--- src/rtl/rs_decode_sequencer_if.sv ---
// Signal bundle between the RS(15,11) frame sequencer and the input stream,
// syndrome, Euclid and Chien/Forney blocks and the output stream.
// Valid/ready: a symbol moves on a rising edge where valid and ready are both
// high; the producer holds valid and data stable until then, and ready never
// depends on valid in the same cycle.
interface rs_decode_sequencer_if #(
   parameter int SYM_W = 4
);
   logic             in_valid;
   logic             in_ready;
   logic [SYM_W-1:0] in_sym;
   logic             syn_clr;
   logic             syn_en;
   logic             syn_done;
   logic             syn_zero;
   logic             euc_start;
   logic             euc_done;
   logic [1:0]       euc_deg;
   logic             chien_step;
   logic [3:0]       chien_idx;
   logic             chien_hit;
   logic [SYM_W-1:0] chien_mag;
   logic             out_valid;
   logic             out_ready;
   logic [SYM_W-1:0] out_sym;
   logic             out_last;
   logic             out_uncorr;
   logic             busy;

   modport master (
      input  in_valid, in_sym, syn_done, syn_zero, euc_done, euc_deg,
             chien_hit, chien_mag, out_ready,
      output in_ready, syn_clr, syn_en, euc_start, chien_step, chien_idx,
             out_valid, out_sym, out_last, out_uncorr, busy
   );

   modport slave (
      output in_valid, in_sym, syn_done, syn_zero, euc_done, euc_deg,
             chien_hit, chien_mag, out_ready,
      input  in_ready, syn_clr, syn_en, euc_start, chien_step, chien_idx,
             out_valid, out_sym, out_last, out_uncorr, busy
   );
endinterface

--- src/rtl/rs_decode_sequencer.sv ---
// Frame sequencer for the RS(15,11) GF(16) decoder: load, syndrome, Euclid, Chien
// correction and message output. Define RS_SEQ_STATS_EN to add frame statistics.
module rs_decode_sequencer #(
   parameter int N       = 15,
   parameter int K       = 11,
   parameter int SYM_W   = 4,
   parameter int TIMEOUT = 32
) (
   input  logic                  CLK,
   input  logic                  RESET,
   rs_decode_sequencer_if.master bus,
   output logic [2:0]            fsm_state
`ifdef RS_SEQ_STATS_EN
   ,
   output logic [15:0]           stat_frames,
   output logic [15:0]           stat_corrected,
   output logic [15:0]           stat_failed
`endif
);

   typedef enum logic [2:0] {
      IDLE  = 3'd0,
      LOAD  = 3'd1,
      SYND  = 3'd2,
      EUCL  = 3'd3,
      CHIEN = 3'd4,
      OUT   = 3'd5
   } state_t;

   localparam int            TW       = $clog2(TIMEOUT);
   localparam logic [3:0]    LAST_IN  = 4'(N - 1);
   localparam logic [3:0]    LAST_OUT = 4'(K - 1);
   localparam logic [TW-1:0] T_LAST   = TW'(TIMEOUT - 1);

   state_t           state, state_n;
   logic [3:0]       cnt, cnt_n;
   logic [TW-1:0]    tcnt, tcnt_n;
   logic             fail, fail_n;
   logic [1:0]       deg, deg_n;
   logic [1:0]       hits, hits_n;
   logic [1:0]       hit_cnt;
   logic             timeout;
   logic             wr_en;
   logic [3:0]       wr_idx;
   logic [SYM_W-1:0] wr_data;
   logic [SYM_W-1:0] frame_buf [N];

   always_ff @(posedge CLK) begin
      if (RESET) begin
         state <= IDLE;
         cnt   <= '0;
         tcnt  <= '0;
         fail  <= 1'b0;
         deg   <= '0;
         hits  <= '0;
      end else begin
         state <= state_n;
         cnt   <= cnt_n;
         tcnt  <= tcnt_n;
         fail  <= fail_n;
         deg   <= deg_n;
         hits  <= hits_n;
      end
   end

   // Frame contents are don't-care after reset, so the buffer has no reset.
   always_ff @(posedge CLK) begin
      if (wr_en) begin
         frame_buf[wr_idx] <= wr_data;
      end
   end

   always_comb begin
      state_n = state;
      cnt_n   = cnt;
      tcnt_n  = '0;
      fail_n  = fail;
      deg_n   = deg;
      hits_n  = hits;
      hit_cnt = hits;
      timeout = (tcnt == T_LAST);
      wr_en   = 1'b0;
      wr_idx  = cnt;
      wr_data = bus.in_sym;

      bus.in_ready   = 1'b0;
      bus.syn_clr    = 1'b0;
      bus.syn_en     = 1'b0;
      bus.euc_start  = 1'b0;
      bus.chien_step = 1'b0;
      bus.chien_idx  = '0;
      bus.out_valid  = 1'b0;
      bus.out_sym    = '0;
      bus.out_last   = 1'b0;
      bus.out_uncorr = 1'b0;

      case (state)
         IDLE: begin
            // Gated so every output reads 0 while reset is held.
            bus.syn_clr = ~RESET;
            state_n     = LOAD;
            cnt_n       = '0;
            fail_n      = 1'b0;
            deg_n       = '0;
            hits_n      = '0;
         end
         LOAD: begin
            bus.in_ready = 1'b1;
            if (bus.in_valid) begin
               bus.syn_en = 1'b1;
               wr_en      = 1'b1;
               if (cnt == LAST_IN) begin
                  cnt_n   = '0;
                  state_n = SYND;
               end else begin
                  cnt_n = cnt + 4'd1;
               end
            end
         end
         SYND: begin
            if (bus.syn_done) begin
               if (bus.syn_zero) begin
                  state_n = OUT;
               end else begin
                  bus.euc_start = 1'b1;
                  state_n       = EUCL;
               end
            end else if (timeout) begin
               fail_n  = 1'b1;
               state_n = OUT;
            end else begin
               tcnt_n = tcnt + 1'b1;
            end
         end
         EUCL: begin
            if (bus.euc_done) begin
               if (bus.euc_deg == 2'd3) begin
                  fail_n  = 1'b1;
                  state_n = OUT;
               end else begin
                  deg_n   = bus.euc_deg;
                  hits_n  = '0;
                  cnt_n   = '0;
                  state_n = CHIEN;
               end
            end else if (timeout) begin
               fail_n  = 1'b1;
               state_n = OUT;
            end else begin
               tcnt_n = tcnt + 1'b1;
            end
         end
         CHIEN: begin
            bus.chien_step = 1'b1;
            bus.chien_idx  = cnt;
            if (bus.chien_hit) begin
               wr_en   = 1'b1;
               wr_data = frame_buf[cnt] ^ bus.chien_mag;
               hit_cnt = (hits == 2'd3) ? hits : hits + 2'd1;
            end
            hits_n = hit_cnt;
            // Corrections already written stay in the buffer even on a count mismatch.
            if (cnt == LAST_IN) begin
               if (hit_cnt != deg) begin
                  fail_n = 1'b1;
               end
               cnt_n   = '0;
               state_n = OUT;
            end else begin
               cnt_n = cnt + 4'd1;
            end
         end
         OUT: begin
            bus.out_valid  = 1'b1;
            bus.out_sym    = frame_buf[cnt];
            bus.out_last   = (cnt == LAST_OUT);
            bus.out_uncorr = fail & (cnt == LAST_OUT);
            if (bus.out_ready) begin
               if (cnt == LAST_OUT) begin
                  fail_n  = 1'b0;
                  cnt_n   = '0;
                  state_n = IDLE;
               end else begin
                  cnt_n = cnt + 4'd1;
               end
            end
         end
         default: begin
            state_n = IDLE;
         end
      endcase
   end

   assign bus.busy  = (state != IDLE);
   assign fsm_state = state;

`ifdef RS_SEQ_STATS_EN
   logic frame_end;
   assign frame_end = (state == OUT) & bus.out_ready & (cnt == LAST_OUT);

   always_ff @(posedge CLK) begin
      if (RESET) begin
         stat_frames    <= '0;
         stat_corrected <= '0;
         stat_failed    <= '0;
      end else if (frame_end) begin
         if (stat_frames != 16'hFFFF) begin
            stat_frames <= stat_frames + 16'd1;
         end
         if ((hits != 2'd0) && !fail && (stat_corrected != 16'hFFFF)) begin
            stat_corrected <= stat_corrected + 16'd1;
         end
         if (fail && (stat_failed != 16'hFFFF)) begin
            stat_failed <= stat_failed + 16'd1;
         end
      end
   end
`endif

endmodule
--- src/flat_wrapper.sv ---
// flat-port wrapper written by rule: the top's interface ports become plain ports
module rs_decode_sequencer_flat 
#(
   parameter int N       = 15,
   parameter int K       = 11,
   parameter int SYM_W   = 4,
   parameter int TIMEOUT = 32
)
  (CLK, RESET, fsm_state, bus_in_valid, bus_in_sym, bus_syn_done, bus_syn_zero, bus_euc_done, bus_euc_deg, bus_chien_hit, bus_chien_mag, bus_out_ready, bus_in_ready, bus_syn_clr, bus_syn_en, bus_euc_start, bus_chien_step, bus_chien_idx, bus_out_valid, bus_out_sym, bus_out_last, bus_out_uncorr, bus_busy);
  rs_decode_sequencer_if #(.SYM_W(SYM_W)) bus_i ();
  input  logic CLK;
  input  logic RESET;
  output logic [2:0] fsm_state;
  input wire logic [$bits(bus_i.in_valid)-1:0] bus_in_valid;
  input wire logic [$bits(bus_i.in_sym)-1:0] bus_in_sym;
  input wire logic [$bits(bus_i.syn_done)-1:0] bus_syn_done;
  input wire logic [$bits(bus_i.syn_zero)-1:0] bus_syn_zero;
  input wire logic [$bits(bus_i.euc_done)-1:0] bus_euc_done;
  input wire logic [$bits(bus_i.euc_deg)-1:0] bus_euc_deg;
  input wire logic [$bits(bus_i.chien_hit)-1:0] bus_chien_hit;
  input wire logic [$bits(bus_i.chien_mag)-1:0] bus_chien_mag;
  input wire logic [$bits(bus_i.out_ready)-1:0] bus_out_ready;
  output wire logic [$bits(bus_i.in_ready)-1:0] bus_in_ready;
  output wire logic [$bits(bus_i.syn_clr)-1:0] bus_syn_clr;
  output wire logic [$bits(bus_i.syn_en)-1:0] bus_syn_en;
  output wire logic [$bits(bus_i.euc_start)-1:0] bus_euc_start;
  output wire logic [$bits(bus_i.chien_step)-1:0] bus_chien_step;
  output wire logic [$bits(bus_i.chien_idx)-1:0] bus_chien_idx;
  output wire logic [$bits(bus_i.out_valid)-1:0] bus_out_valid;
  output wire logic [$bits(bus_i.out_sym)-1:0] bus_out_sym;
  output wire logic [$bits(bus_i.out_last)-1:0] bus_out_last;
  output wire logic [$bits(bus_i.out_uncorr)-1:0] bus_out_uncorr;
  output wire logic [$bits(bus_i.busy)-1:0] bus_busy;
  assign bus_i.in_valid = bus_in_valid;
  assign bus_i.in_sym = bus_in_sym;
  assign bus_i.syn_done = bus_syn_done;
  assign bus_i.syn_zero = bus_syn_zero;
  assign bus_i.euc_done = bus_euc_done;
  assign bus_i.euc_deg = bus_euc_deg;
  assign bus_i.chien_hit = bus_chien_hit;
  assign bus_i.chien_mag = bus_chien_mag;
  assign bus_i.out_ready = bus_out_ready;
  assign bus_in_ready = bus_i.in_ready;
  assign bus_syn_clr = bus_i.syn_clr;
  assign bus_syn_en = bus_i.syn_en;
  assign bus_euc_start = bus_i.euc_start;
  assign bus_chien_step = bus_i.chien_step;
  assign bus_chien_idx = bus_i.chien_idx;
  assign bus_out_valid = bus_i.out_valid;
  assign bus_out_sym = bus_i.out_sym;
  assign bus_out_last = bus_i.out_last;
  assign bus_out_uncorr = bus_i.out_uncorr;
  assign bus_busy = bus_i.busy;
  rs_decode_sequencer #(.N(N), .K(K), .SYM_W(SYM_W), .TIMEOUT(TIMEOUT)) u_core (.CLK(CLK), .RESET(RESET), .bus(bus_i), .fsm_state(fsm_state));
endmodule
--- config.mk ---
export PLATFORM = sky130hd
export DESIGN_NAME = rs_decode_sequencer_flat
export DESIGN_NICKNAME = d
export VERILOG_FILES = /design/src/rtl/rs_decode_sequencer_if.sv /design/src/rtl/rs_decode_sequencer.sv /design/src/flat_wrapper.sv
export SDC_FILE = /design/constraint.sdc
export NUM_CORES = 1
export LEC_CHECK = 0
export CAP_MARGIN = 40
export CORE_ASPECT_RATIO = 1.75
export CORE_MARGIN = 5
export CORE_UTILIZATION = 55
export CTS_CLUSTER_DIAMETER = 100
export CTS_CLUSTER_SIZE = 28
export DETAILED_ROUTE_END_ITERATION = 16
export PLACE_DENSITY_LB_ADDON = 0.12
export SETUP_SLACK_MARGIN = 0.1
export SLEW_MARGIN = 5
export SYNTH_ARGS = -nofsm -noshare
export SYNTH_HDL_FRONTEND = slang
export SYNTH_SLANG_ARGS = --single-unit
--- constraint.sdc ---
create_clock -name CLK -period 3.9 [get_ports CLK]
set_input_delay 0.78 -clock CLK [delete_from_list [all_inputs] [get_ports CLK]]
set_output_delay 0.78 -clock CLK [all_outputs]
set_load 0.01 [all_outputs]
======== Yosys cells after proc, flatten, opt, wreduce, memory -nomap -nowiden ========
Memory sizes are Yosys's and may differ from the RTL's. A register that Yosys moved wholly into a read port is not among the register bits.
Cells that the tools add are included.
operators by class
  $add $sub $neg .......................... 3
  reductions and logical operators ........ 11
  bitwise gates (word level) .............. 3
  multiplexer cells ....................... 61
  equal/unequal tests ..................... 21
operators with widths
  cell                                                                      count
  4-bit 2-to-1 mux                                                          12
  3-bit 2-to-1 mux                                                          9
  1-bit 2-to-1 mux                                                          23
  4-bit case mux with 5 select lines                                        1
  3-bit case mux with 6 select lines                                        1
  5-bit 2-to-1 mux                                                          3
  2-bit 2-to-1 mux                                                          7
  2-bit inequality test (second input constant)                             5
  5-bit case mux with 2 select lines                                        1
  5-bit AND reduction                                                       2
  5-bit nonzero test                                                        2
  4-bit equality test (second input constant)                               2
  2-bit by 1-bit inequality test with 1-bit output (second input constant)  4
  7-bit AND reduction                                                       1
  3-bit by 2-bit equality test with 1-bit output (second input constant)    2
  3-bit equality test (second input constant)                               2
  2-bit case mux with 3 select lines                                        1
  3-bit AND reduction                                                       2
  3-bit nonzero test                                                        2
  5-bit by 1-bit adder with 5-bit output (second input constant)            1
  5-bit equality test (second input constant)                               1
  1-bit case mux with 5 select lines                                        1
  4-bit by 1-bit adder with 4-bit output (second input constant)            1
  2-bit equality test (second input constant)                               2
  other kinds (11)                                                          11
word-level totals
  RAM bits ................................ 60
  output and inout port bits .............. 20
  register bits ........................... 17
  bits of input ports ..................... 18
  memories kept ........................... 1
memories
  memory            depth  width  rd ports  clocked after memory_dff  write ports  line                       text
  u_core.frame_buf  15     4      1         1                         1            rs_decode_sequencer.sv:46  logic [SYM_W-1:0] frame_buf [N];

======== Longest topological paths before layout ========
  depth after elaboration ................. 8
  depth in mapped cells ................... 8
  mapped depth without buffers ............ 8

======== Worst setup path before layout ========
No wires, ideal clock.
  path kind ............................... register to output
  start point ............................. register u_core.state[2] (netlist: u_core.fsm_state[2])
  end point ............................... output bus_out_uncorr
  stages on the path, launching flop included .. 6
  arrival time ............................ 1621 ps
  required time ........................... 3120 ps
  slack ................................... 1499 ps
  buffers on the path ..................... 1
  cell sequence ........................... dfxtp_1 inv_1 or3_1 clkbuf_1 nor3_1 and2_1
on the way
  word-level cells in the longest chain between the ends .. 2
ends and longest elaborated chain
  what                    line                       text
  from (decl)             rs_decode_sequencer.sv:35  state_t state, state_n;
  from (signal assigned)  rs_decode_sequencer.sv:57  state <= state_n;
  3-bit equality test     rs_decode_sequencer.sv:97  case (state)
  1-bit 2-to-1 mux        rs_decode_sequencer.sv:97
  to (decl)               flat_wrapper.sv:32         output wire logic [$bits(bus_i.out_uncorr)-1:0] bus_out_uncorr;
No other way between the ends.

==> impl_results.html <==
<table>
<tr><th>Metric</th><th>Value</th></tr>
<tr><th colspan="2">Outcome</th></tr>
<tr><td>Result of the run</td><td>finished clean</td></tr>
<tr><th colspan="2">Global routing</th></tr>
<tr><td>Number of global-route vias before repair</td><td>2643</td></tr>
<tr><td>Number of antenna violations at the first check in global routing</td><td>0</td></tr>
<tr><td>First-pass GRT wire length</td><td>13900 µm</td></tr>
<tr><td>GRT overflow</td><td>0</td></tr>
<tr><td>All-Layer GR Usage</td><td>21.6%</td></tr>
<tr><td>Pin count of the biggest net entering global routing</td><td>23</td></tr>
<tr><th colspan="2">Die</th></tr>
<tr><td>Cell Rows</td><td>40</td></tr>
<tr><td>Floorplan die area</td><td>0.00879 mm²</td></tr>
<tr><td>Die Span X</td><td>73.1 µm</td></tr>
<tr><td>Y dimension of the die</td><td>120 µm</td></tr>
<tr><td>Core region area</td><td>0.00681 mm²</td></tr>
<tr><td>Starting density of the core</td><td>56.2%</td></tr>
<tr><td>Ports placed on the boundary</td><td>38</td></tr>
<tr><th colspan="2">Clocking</th></tr>
<tr><td>Post-CTS Resized</td><td>0</td></tr>
<tr><td>Post-cts hold buffer count</td><td>0</td></tr>
<tr><td>CTS tree</td><td>built</td></tr>
<tr><td>Skew-Pair Late Insertion Delay</td><td>0.34 ns</td></tr>
<tr><td>Total clock buffers created by CTS</td><td>9</td></tr>
<tr><td>Clk buf depth</td><td>2</td></tr>
<tr><td>Clock-pin slew on the worst setup and hold paths</td><td>0.06 ns</td></tr>
<tr><td>H-tree levels</td><td>3</td></tr>
<tr><td>Root Buffer</td><td>clkbuf_16</td></tr>
<tr><td>Post-CTS setup buffers</td><td>0</td></tr>
<tr><td>Clock sink total</td><td>81</td></tr>
<tr><th colspan="2">Placed design</th></tr>
<tr><td>HPWL after DPL</td><td>6090 µm</td></tr>
<tr><td>Area of placed instances</td><td>0.00431 mm²</td></tr>
<tr><td>Minimum setup slack after placement</td><td>0.812 ns</td></tr>
<tr><td>Final RePlAce weighted congestion</td><td>0.943</td></tr>
<tr><td>IO Port Bufs</td><td>37</td></tr>
<tr><th colspan="2">Timing</th></tr>
<tr><td>Share of the cycle needed by the critical path after routing</td><td>87.9%</td></tr>
<tr><td>Max-slew violation total from the final report</td><td>0</td></tr>
<tr><td>Relative slew slack</td><td>43.9%</td></tr>
<tr><td>Final setup violation count</td><td>0</td></tr>
<tr><td>Clock skew</td><td>0.00712 ns</td></tr>
<tr><td>Post-route worst setup slack</td><td>0.471 ns</td></tr>
<tr><td>Setup tns final</td><td>0 ns</td></tr>
<tr><td>Fin crit period</td><td>3.43 ns</td></tr>
<tr><td>Setup repair after global routing missed its margin</td><td>no</td></tr>
<tr><td>Worst Tran Pin Value</td><td>0.834 ns</td></tr>
<tr><td>Final count of hold timing violations</td><td>0</td></tr>
<tr><td>Highest clock rate</td><td>0.292 GHz</td></tr>
<tr><th colspan="2">Worst setup path</th></tr>
<tr><td>Worst reg-to-reg path cell count</td><td>7</td></tr>
<tr><td>Nature of the critical path startpoint</td><td>flop</td></tr>
<tr><td>Element type at the critical path end</td><td>primary output</td></tr>
<tr><td>Endpoint arrival time on the critical path</td><td>2.65 ns</td></tr>
<tr><td>Worst-case register-to-register setup slack</td><td>1.33 ns</td></tr>
<tr><td>Required time reported for the critical path endpoint</td><td>3.12 ns</td></tr>
<tr><td>Critical path class</td><td>reg2out</td></tr>
<tr><td>Maximum net fanout on the critical path</td><td>16</td></tr>
<tr><td>Endpoint of the worst register-to-register path</td><td>u_core.frame_buf[2][0]</td></tr>
<tr><th colspan="2">Yosys</th></tr>
<tr><td>Total standard cell area after synthesis</td><td>0.00383 mm²</td></tr>
<tr><td>Synthesized Nets</td><td>326</td></tr>
<tr><td>Netlist cell types</td><td>56</td></tr>
<tr><td>Number of enable-type register cells in the synthesized netlist</td><td>60</td></tr>
<tr><td>Share of synthesized cell area in full adder, half adder and majority cells</td><td>0.654%</td></tr>
<tr><td>Dominant combinational cell family by area after synthesis</td><td>simple AND/OR/NAND/NOR gates</td></tr>
<tr><td>Seq/Total Area, Yosys</td><td>58.1%</td></tr>
<tr><td>Number of synthesized register bits</td><td>81</td></tr>
<tr><td>Mapped Cells</td><td>306</td></tr>
<tr><td>Synthesized area per cell</td><td>12.5 µm²</td></tr>
<tr><td>Post-synthesis share of cell area spent on and, or, nand and nor gates</td><td>15.2%</td></tr>
<tr><td>Top FF cell, synth</td><td>edfxtp_1</td></tr>
<tr><td>Synth Area in Compound Gates</td><td>11.3%</td></tr>
<tr><td>Number of warnings reported in the yosys synthesis log</td><td>0</td></tr>
<tr><td>Multiplexer share of the synthesized area</td><td>10.2%</td></tr>
<tr><td>Share of flip-flops with an asynchronous set or reset</td><td>0%</td></tr>
<tr><td>Area share of xor/xnor cells in the synthesized design</td><td>1.60%</td></tr>
<tr><th colspan="2">Finish</th></tr>
<tr><td>Finished Core Util</td><td>68.3%</td></tr>
<tr><td>Number of fillers in the final layout</td><td>511</td></tr>
<tr><td>Nets</td><td>369</td></tr>
<tr><td>Count of inserted antenna diode cells</td><td>0</td></tr>
<tr><td>Ratio of cells with drive above 1 in the final layout</td><td>13.8%</td></tr>
<tr><td>Post-route design area</td><td>0.00465 mm²</td></tr>
<tr><td>Area Overhead vs Synth</td><td>21.5%</td></tr>
<tr><th colspan="2">Power</th></tr>
<tr><td>Max rail drop VDD</td><td>0.443 mV</td></tr>
<tr><td>Post-layout power</td><td>2.72 mW</td></tr>
<tr><td>Lkg Pwr</td><td>1.64 nW</td></tr>
<tr><td>Power per Cell Area</td><td>585 mW/mm²</td></tr>
<tr><th colspan="2">Routing</th></tr>
<tr><td>Detailed-route wire length</td><td>8750 µm</td></tr>
<tr><td>Overall via count from detail_route</td><td>2617</td></tr>
<tr><td>Routed vias/inst</td><td>5.97</td></tr>
<tr><td>DR WL/cell</td><td>20.0 µm</td></tr>
<tr><td>Violation count after the first detailed-routing iteration</td><td>165</td></tr>
<tr><td>1st-pass router iterations</td><td>4</td></tr>
<tr><td>Antenna violation net count after detailed routing</td><td>0</td></tr>
<tr><td>Remaining design rule violation count</td><td>0</td></tr>
<tr><th colspan="2">Hold path</th></tr>
<tr><td>Number of instances on the worst hold path</td><td>1</td></tr>
<tr><td>Start point of the worst min-delay path</td><td>u_core.tcnt[0]</td></tr>
<tr><td>Worst min-delay path class</td><td>reg2reg</td></tr>
<tr><td>Hold endpoint</td><td>u_core.tcnt[0]</td></tr>
<tr><th colspan="2">Run</th></tr>
<tr><td>Max-cap violation count</td><td>0</td></tr>
</table>
## cell usage in the layout (no fill, tap or decap), types with 3 or more instances in the layout
master and n:
dfxtp_1 21, inv_1 5, edfxtp_1 60, nor2b_1 11, mux2_4 3, nand2_1 19
clkbuf_16 10, mux2i_1 8, or3_1 3, a31oi_1 7, a22oi_1 3, mux4_1 5
o221ai_1 4, nor3_1 10, and3_1 6, o21ai_1 4, mux4_2 3, buf_4 14
a21oi_1 12, nand3_1 6, clkdlybuf4s50_1 37, nor2_1 22, xor2_1 6, nand3b_1 5
o21ai_0 4, nor3b_1 3, and2_1 6, nand2b_1 6, mux2_2 6, o211a_1 4
o22ai_2 4
## worst max-delay path: stages, from the launching register on
cell and delay (ns):
dfxtp_1 0.65, buf_4 0.34, mux2i_1 0.25, o221ai_1 0.21
o22ai_2 0.30, nor2_1 0.07, clkdlybuf4s50_1 0.49
## cell type report
| type | instances | area, µm² | area share, % |
|---|---|---|---|
| flip-flops and latches | 81 | 2220 | 47.8 |
| well taps | 84 | 105 | 2.26 |
| clock inverters | 6 | 87.6 | 1.88 |
| repair buffers | 51 | 475 | 10.2 |
| multi-input cells | 201 | 1490 | 32.1 |
| inverters | 5 | 18.8 | 0.403 |
| clock buffers | 10 | 250 | 5.38 |
## kinds of logic after synthesis
kind of cell	after synthesis
flip-flops	81
XOR/XNOR	7
AND/OR/NAND/NOR	108
multiplexers	25
buffers and inverters	24
AO/OA/AOI/OAI	59
adder cells (fa/ha/maj)	2
## state kept, by name, summed over array words and instances (netlist names), named ones only
register          flops
u_core.fail           1
u_core.frame_buf     60
u_core.tcnt           5
u_core.cnt            4
u_core.fsm_state      3
u_core.deg            2
u_core.hits           2
## through the flow
| stage | hold slack (ns) | instances |
|---|---|---|
| 4_1_cts | 0.458 | 438 |
| 3_3_place_gp | 0.431 | 418 |
| 5_1_grt | 0.496 | 438 |
| 6_report | 0.453 | 438 |
| 3_5_place_dp | 0.447 | 422 |
| 2_1_floorplan | 0.418 | 306 |
## layer usage
| layer | track usage [%] | vias to the layer above | wire [µm] |
|---|---|---|---|
| met2 | 37.8 | 73 | 4930 |
| li1 | - | 1253 | - |
| met3 | 4.08 | 13 | 312 |
| met1 | 23.9 | 1278 | 3280 |
| met4 | 11.3 | 0 | 231 |
| met5 | 0 | - | 0 |
## cells in the mapped netlist (3+ instances only)
master | number | area share [%]
a22oi_1 | 3 | 0.59
and2_1 | 6 | 0.98
a21oi_1 | 12 | 1.6
o221ai_1 | 4 | 0.92
nor2b_1 | 11 | 1.8
edfxtp_1 | 60 | 47
nand2b_1 | 6 | 0.98
nor2_1 | 22 | 2.2
nand3_1 | 6 | 0.78
o21ai_1 | 4 | 0.52
clkbuf_1 | 13 | 1.3
xor2_1 | 6 | 1.4
mux2_4 | 3 | 1.2
dfxtp_1 | 21 | 11
mux2_2 | 6 | 1.8
mux2i_1 | 8 | 2.1
a31oi_1 | 7 | 1.1
buf_2 | 3 | 0.39
or3_1 | 3 | 0.49
nand2_1 | 19 | 1.9
nor3b_1 | 3 | 0.59
nor3_1 | 10 | 1.3
and3_1 | 6 | 0.98
mux4_1 | 5 | 3.4
mux4_2 | 3 | 1.8
nand3b_1 | 5 | 0.98
o211a_1 | 4 | 1.0
inv_1 | 5 | 0.49
o21ai_0 | 4 | 0.52
o22ai_2 | 4 | 1.3
## where the power goes
group          switching, mW  internal (mW)
clock network          0.329          0.599
registers             0.0742          0.986
logic                  0.395          0.340
## worst max-delay path by stage
stage | from | to | cells past startpoint
final | flop | bus_out_sym[0] | 6
after floorplan | u_core.fsm_state[2] | bus_out_uncorr | 5
after CTS | flop | bus_out_sym[2] | 5
after detailed placement | flop | bus_out_sym[2] | 5
after global placement | flop | bus_out_sym[0] | 5
after global routing | flop | bus_out_sym[2] | 5
(Power assumes the default switching activity.)
